## src/rtl/rv32_pkg.sv

```systemverilog
// Shared RV32 encoding types: instruction formats, opcode constants and the
// registered request bundle used between the packer stages.
package rv32_pkg;

    typedef enum logic [2:0] {
        ENC_R,
        ENC_I,
        ENC_S,
        ENC_B,
        ENC_U,
        ENC_J
    } EncFmt_t;

    localparam logic [6:0] OP_IMM    = 7'h13;
    localparam logic [6:0] OP_LUI    = 7'h37;
    localparam logic [6:0] OP_JAL    = 7'h6F;
    localparam logic [6:0] OP_BRANCH = 7'h63;
    localparam logic [6:0] OP_STORE  = 7'h23;

    typedef struct packed {
        EncFmt_t     fmt;
        logic [6:0]  opcode;
        logic [4:0]  rd;
        logic [4:0]  rs1;
        logic [4:0]  rs2;
        logic [2:0]  funct3;
        logic [6:0]  funct7;
        logic [31:0] imm;
    } enc_req_t;

    // True when bits [31:msb] of v are all equal, i.e. v survives truncation to msb+1 signed bits.
    function automatic logic sext_fits(input logic [31:0] v, input int unsigned msb);
        logic [31:0] mask;
        mask = 32'hFFFF_FFFF << msb;
        return ((v & mask) == 32'h0) || ((v & mask) == mask);
    endfunction

endpackage

```

## src/rtl/inst_pack_enc.sv

```systemverilog
// Combinational RV32I encoder: scatters immediate bits into the format-specific slots.
// Range flag is live only when INST_PACKER_RANGE_CHECK_EN is defined.
module inst_pack_enc
    import rv32_pkg::*;
(
    input  EncFmt_t     i_fmt,
    input  logic [6:0]  i_opcode,
    input  logic [4:0]  i_rd,
    input  logic [4:0]  i_rs1,
    input  logic [4:0]  i_rs2,
    input  logic [2:0]  i_funct3,
    input  logic [6:0]  i_funct7,
    input  logic [31:0] i_imm,
    output logic [31:0] o_inst,
    output logic        o_err
);

    always_comb begin
        o_inst = 32'h0;
        case (i_fmt)
            ENC_R:   o_inst = {i_funct7, i_rs2, i_rs1, i_funct3, i_rd, i_opcode};
            ENC_I:   o_inst = {i_imm[11:0], i_rs1, i_funct3, i_rd, i_opcode};
            ENC_S:   o_inst = {i_imm[11:5], i_rs2, i_rs1, i_funct3, i_imm[4:0], i_opcode};
            ENC_B:   o_inst = {i_imm[12], i_imm[10:5], i_rs2, i_rs1, i_funct3,
                               i_imm[4:1], i_imm[11], i_opcode};
            ENC_U:   o_inst = {i_imm[31:12], i_rd, i_opcode};
            ENC_J:   o_inst = {i_imm[20], i_imm[10:1], i_imm[11], i_imm[19:12], i_rd, i_opcode};
            default: o_inst = 32'h0;
        endcase
    end

`ifdef INST_PACKER_RANGE_CHECK_EN
    always_comb begin
        o_err = 1'b0;
        case (i_fmt)
            ENC_I, ENC_S: o_err = !sext_fits(i_imm, 11);
            ENC_B:        o_err = !sext_fits(i_imm, 12) || i_imm[0];
            ENC_J:        o_err = !sext_fits(i_imm, 20) || i_imm[0];
            ENC_U:        o_err = |i_imm[11:0];
            default:      o_err = 1'b0;
        endcase
    end
`else
    assign o_err = 1'b0;
`endif

endmodule

```

## src/rtl/inst_packer.sv

```systemverilog
// Two-stage valid/ready RV32I instruction packer, request-to-output 2 cycles; in_ready follows out_ready.
// INST_PACKER_RANGE_CHECK_EN enables out_err and the saturating err_cnt (otherwise both tie to 0).
module inst_packer
    import rv32_pkg::*;
#(
    parameter int ERR_CNT_W = 8
) (
    input  logic                 clk,
    input  logic                 rst,
    input  logic                 in_valid,
    output logic                 in_ready,
    input  EncFmt_t              in_fmt,
    input  logic [6:0]           in_opcode,
    input  logic [4:0]           in_rd,
    input  logic [4:0]           in_rs1,
    input  logic [4:0]           in_rs2,
    input  logic [2:0]           in_funct3,
    input  logic [6:0]           in_funct7,
    input  logic [31:0]          in_imm,
    output logic                 out_valid,
    input  logic                 out_ready,
    output logic [31:0]          out_inst,
    output logic                 out_err,
    output logic [ERR_CNT_W-1:0] err_cnt,
    input  logic                 clr_err
);

    logic        r_s1_vld;
    enc_req_t    r_s1_req;
    logic        r_s2_vld;
    logic [31:0] r_inst;
    logic        r_err;

    enc_req_t    w_in_req;
    logic        w_s2_adv;
    logic        w_s1_adv;
    logic [31:0] w_inst;
    logic        w_err;

    assign w_in_req = '{fmt: in_fmt, opcode: in_opcode, rd: in_rd, rs1: in_rs1, rs2: in_rs2,
                        funct3: in_funct3, funct7: in_funct7, imm: in_imm};

    // Ready depends only on pipeline state and out_ready, never on in_valid.
    assign w_s2_adv = !r_s2_vld || out_ready;
    assign w_s1_adv = w_s2_adv || !r_s1_vld;
    assign in_ready = w_s1_adv;

    always_ff @(posedge clk or posedge rst) begin
        if (rst) begin
            r_s1_vld <= 1'b0;
            r_s1_req <= '0;
        end else if (w_s1_adv) begin
            r_s1_vld <= in_valid;
            if (in_valid) begin
                r_s1_req <= w_in_req;
            end
        end
    end

    inst_pack_enc u_enc (
        .i_fmt    (r_s1_req.fmt),
        .i_opcode (r_s1_req.opcode),
        .i_rd     (r_s1_req.rd),
        .i_rs1    (r_s1_req.rs1),
        .i_rs2    (r_s1_req.rs2),
        .i_funct3 (r_s1_req.funct3),
        .i_funct7 (r_s1_req.funct7),
        .i_imm    (r_s1_req.imm),
        .o_inst   (w_inst),
        .o_err    (w_err)
    );

    always_ff @(posedge clk or posedge rst) begin
        if (rst) begin
            r_s2_vld <= 1'b0;
            r_inst   <= 32'h0;
            r_err    <= 1'b0;
        end else if (w_s2_adv) begin
            r_s2_vld <= r_s1_vld;
            if (r_s1_vld) begin
                r_inst <= w_inst;
                r_err  <= w_err;
            end
        end
    end

    assign out_valid = r_s2_vld;
    assign out_inst  = r_inst;
    assign out_err   = r_err;

`ifdef INST_PACKER_RANGE_CHECK_EN
    localparam logic [ERR_CNT_W-1:0] CNT_ONE = 1;
    logic [ERR_CNT_W-1:0] r_err_cnt;

    // Clear takes priority over a coincident errored handshake.
    always_ff @(posedge clk or posedge rst) begin
        if (rst) begin
            r_err_cnt <= '0;
        end else if (clr_err) begin
            r_err_cnt <= '0;
        end else if (r_s2_vld && out_ready && r_err && (r_err_cnt != '1)) begin
            r_err_cnt <= r_err_cnt + CNT_ONE;
        end
    end

    assign err_cnt = r_err_cnt;
`else
    logic w_unused_clr;
    assign w_unused_clr = clr_err;
    assign err_cnt      = '0;
`endif

endmodule

```

## config.mk

```make
export PLATFORM = sky130hd
export DESIGN_NAME = inst_packer
export DESIGN_NICKNAME = d
export VERILOG_FILES = /design/src/rtl/rv32_pkg.sv /design/src/rtl/inst_pack_enc.sv /design/src/rtl/inst_packer.sv
export SDC_FILE = /design/constraint.sdc
export NUM_CORES = 1
export LEC_CHECK = 0
export CORE_MARGIN = 3
export CORE_UTILIZATION = 36
export DETAILED_ROUTE_END_ITERATION = 6
export REMOVE_ABC_BUFFERS = 1
export SYNTH_ARGS = -nofsm -noshare
export SYNTH_HDL_FRONTEND = slang
export SYNTH_SLANG_ARGS = --single-unit
```

## constraint.sdc

```tcl
create_clock -name clk -period 5.9 [get_ports clk]
set_clock_uncertainty 0.15 [all_clocks]
set_input_delay 0.59 -clock clk [delete_from_list [all_inputs] [get_ports clk]]
set_output_delay 0.59 -clock clk [all_outputs]
set_load 0.02 [all_outputs]
```

; After elaboration in Yosys (flattened, before gate mapping)
; Cells that the tools add are included.
[totals]
word_cells = 24
out_inout_bits = 43
register_bits = 101
input_bits = 72
[op_classes]
n_reduce_logical = 7
muxes = 1
eq_ne = 5
[op_table]
columns = op, count
row1 = $pmux W32 S6, 1
row2 = $eq A3 B2 Y1 const B, 2
row3 = $eq A3 B3 Y1 const B, 2
row4 = $reduce_and A2 Y1, 2
row5 = $eq A3 B1 Y1 const B, 1
row6 = $logic_not A3 Y1, 1
row7 = $logic_not A1 Y1, 2
row8 = $logic_or A1 B1 Y1, 2

; Longest topological paths before layout
[depth]
depth_word = 4
depth_mapped = 6

; By module
; Synthesis repeated with hierarchy kept, for this count alone.
[unflattened]
hier_cells = 318
hier_area_um2 = 4609.4
[modules_own_cells]
columns = mod, seq_area_each_um2, cells_per_inst, n_inst, area_per_inst_um2
row1 = inst_packer, 2552.4, 228, 1, 4040.1
row2 = inst_pack_enc, 0.0, 90, 1, 569.3

; Worst setup path after synthesis
; No wires, ideal clock.
[synth_path]
kind = input port to flip-flop
startpoint = input port out_ready
endpoint = register r_s1_req[10] (netlist name)
setup_time_ps = 125
required_ps = 5625
n_path_buf = 2
cell_stages = 5
t_arrival_ps = 1622
path_slack_ps = 4004
cell_sequence = nand3b_2 nand2_2 buf_6 buf_6 mux2_2
[synth_between]
elab_chain_cells = 3
[synth_lines]
columns = element, line
row1 = "start, declared", inst_packer.sv:21  ; input logic out_ready,
row2 = $logic_or A1 B1 Y1, inst_packer.sv:44  ; assign w_s2_adv = !r_s2_vld || out_ready;
row3 = $logic_or A1 B1 Y1, inst_packer.sv:45  ; assign w_s1_adv = w_s2_adv || !r_s1_vld;
row4 = $reduce_and A2 Y1 (no line), -
row5 = "end signal, assigned", inst_packer.sv:55  ; r_s1_req <= w_in_req;
row6 = "end, declared", inst_packer.sv:29  ; enc_req_t r_s1_req;
; Every way passes these cells.
; A chain may end at the register's enable or synchronous reset.

; Worst setup path in the final report
[layout_path]
startpoint = input port out_ready
endpoint = output port in_ready
[layout_between]
elab_chain_cells = 2
[layout_lines]
columns = element, line
row1 = $logic_or A1 B1 Y1, inst_packer.sv:44
row2 = $logic_or A1 B1 Y1, inst_packer.sv:45
row3 = "end, declared", inst_packer.sv:11  ; output logic in_ready,
; Every way passes these cells.

==> flow_summary.ini <==
[run_status]
status = finished clean

[critical_path]
arrival_ns = 1.85
critPathTopFamily = buffers and inverters
required_ns = 5.16
r2r_end = out_inst[26]
crit_buf_inv = 2
r2r_cells = 4
start_kind = input port
path_cells = clkdlybuf4s50_1 > nand3b_2 > clkdlybuf4s50_1
critical_path.max_stage_delay_ns = 0.62
path_common_cell = clkdlybuf4s50_1
crit_path_end_kind = output port
r2r_setup_slack_ns = 3.72
rr_startpoint = r_s1_req[65]
cpMaxStageDelayCell = clkdlybuf4s50_1
cp_max_fo = 3
path_class = in2out

[global_route]
grt_max_degree = 68
grt-ovfl-total = 0
grt_pass1_wl_um = 15080
antenna_found_initial = 0
grt_pass1_vias = 2903
grtUsageTotal_pct = 14.68

[power]
vdd.ir_drop.worst_mv = 0.1436
power_w = 0.002063
power_density_nw_per_um2 = 358.2
cellLeakagePower_nw = 2.421

[synthesis]
synth.top_cell.area_share_pct = 57.76
synth.distinct_cells = 34
synth_fa_ha_area_share_pct = 0
postSynthAreaPerCell_sq_um = 13.14
synth_top_family_by_area = multiplexers
synth_area_leaders = dfrtp_1, mux2_2, mux2_1
netlist_area_sq_um = 4375
synth_compound_area_share_pct = 8.550
yosys.area_share.simple_pct = 6.548
ys_ff_latch = 101
synth_ff_type = dfrtp_1
synth_xor_area_share_pct = 0.2002
synth_top_area_cell = dfrtp_1
syn_inst = 333
synth_seq_area_share_pct = 57.76
async_flop_share_pct = 100.0
yosys_warnings = 0
synth-edff-count = 0
muxShareOfSynthArea_pct = 21.62

[cts]
postCtsHoldBufs = 0
path_clk_slew_ns = 0.07
cts_max_level = 3
numCtsBuffers = 9
clock_latency_ns = 0.34
cts_num_sinks = 101
cts_setup_buffers = 0
cts_root_buffer = clkbuf_16
tritoncts = yes
cts_resized = 0
cts_buffer_depth = 2

[cells_and_area]
drive_gt1_share_pct = 19.12
final_nets = 501
fin_util_pct = 49.38
fillCellCount = 1068
finalInstanceArea_sq_um = 5759
syn2layout_area_growth_pct = 31.63
diodes = 0

[drt]
avgRoutedWirePerCell_um = 16.20
antenna_left = 0
routed_wl_um = 9348
drc = 0
via_per_inst = 4.899
firstDrtPassIters = 4
drtIter0Drc = 166
num_vias = 2827

[placement]
placed_area_sq_um = 5426
hpwl_um = 6010
gp_congestion = 0.7065
port_buffers = 104

[sta]
tightest_slew_ns = 1.006
post-route-period-util_pct = 43.97
final-hold-violation-count = 0
tns_ns = 0
rsz0062_at_grt = false
max_freq_mhz = 385.5
timing.slew.headroom_pct = 32.91
drv_slew = 0
hold_slack_ns = 0.3317
fin_crit_ns = 2.594
finalSetupViolations = 0

[floorplan]
core_area_sq_um = 11660
placementRows = 39
io_pins = 115
die_h_um = 116.2
fp.dieW_um = 116.2
dieArea_sq_um = 13510
start_util_pct = 37.52

[min_path]
worstHoldStart = out_inst[13]
hold_depth = 2
worstHoldEndpoint = out_inst[13]
hold_path_class = reg2reg

[flow_run]
drv_cap = 0
area by class of cell:
class / instances / area (sq um) / share of cell area [%]
clock buffers: 11 / 232.7 / 4.041
clock inverters: 5 / 100.1 / 1.738
inverters: 3 / 13.76 / 0.2390
multi-input cells: 209 / 1657 / 28.76
flip-flops and latches: 101 / 2529 / 43.91
well taps: 143 / 178.9 / 3.107
repair buffers: 105 / 1049 / 18.21
power breakdown:
group          total, W  switching, W  internal [W]
Clock          0.000662      0.000248      0.000413
Combinational  0.000490      0.000220      0.000269
Sequential     0.000912     0.0000947      0.000817
placed cells by master (no fill, tap or decap), drive strengths merged, types with 2 or more instances in the layout:
| master | n |
|---|---|
| nor2 | 3 |
| a22oi | 8 |
| a22o | 9 |
| inv | 3 |
| o21ai | 23 |
| a21oi | 11 |
| clkbuf | 11 |
| nor2b | 12 |
| nand2 | 32 |
| dfrtp | 101 |
| bufinv | 3 |
| clkdlybuf4s50 | 104 |
| nand2b | 3 |
| or2 | 2 |
| nand3b | 4 |
| a31oi | 2 |
| mux2 | 76 |
| conb | 9 |
| mux2i | 9 |
| a2bb2oi | 3 |
| clkinv | 2 |
cells by family after synthesis:
group           after synthesis
xor+xnor                      1
buf+inv                      31
other cells                   1
compound gates               58
simple gates                 56
flops                       101
mux                          85
worst reg2reg max path: stages (launching register included):
cell	delay (ns)
dfrtp_1	1.01
nor2b_4	0.36
or2_1	0.31
a22oi_1	0.14
o21ai_1	0.15
how the worst max path moves through the flow:
stage	startpoint	to	slack [ns]	cells past startpoint
final	out_ready	in_ready	3.31	3
after global routing	out_ready	out_inst[2]	3.24	5
after CTS	out_ready	in_ready	3.30	3
after detailed placement	out_ready	out_inst[4]	3.01	5
after global placement	out_ready	out_inst[1]	3.01	5
after floorplan	rst	out_inst[0]	2.51	1
Yosys cell counts, types with 2 or more instances:
cell       number
nand2_1        31
nand3b_1        3
a22o_1          9
clkbuf_1        2
a21oi_1        10
o21ai_1        12
inv_1           2
a2bb2oi_1       3
buf_2           6
o21ai_0        11
dfrtp_1       101
mux2_2         57
nor2b_1        10
nor2_1          2
a22oi_1         8
buf_6           8
mux2_1         19
nand2b_1        3
a31oi_1         2
mux2i_1         9
buf_4          12
state kept, by name (all words and copies together), names as in the netlist:
name,count
out_inst,32
r_s1_vld,1
out_valid,1
r_s1_req,67
metrics by stage:
stage	worst slack (ns)	cells
after floorplan	2.513	313
after global placement	3.013	561
after detailed placement	3.007	561
after CTS	3.302	577
after global routing	3.236	577
final	3.306	577
metal layers:
| metal | wire length, um | part of all wire [%] | global-route usage [%] |
|---|---|---|---|
| met5 | 0 | 0 | 0 |
| met4 | 136 | 1.5 | 4.640 |
| met3 | 548 | 5.9 | 4.611 |
| met2 | 4545 | 49 | 23.95 |
| met1 | 4119 | 44 | 18.68 |
Power figures use the tool's default switching activity.
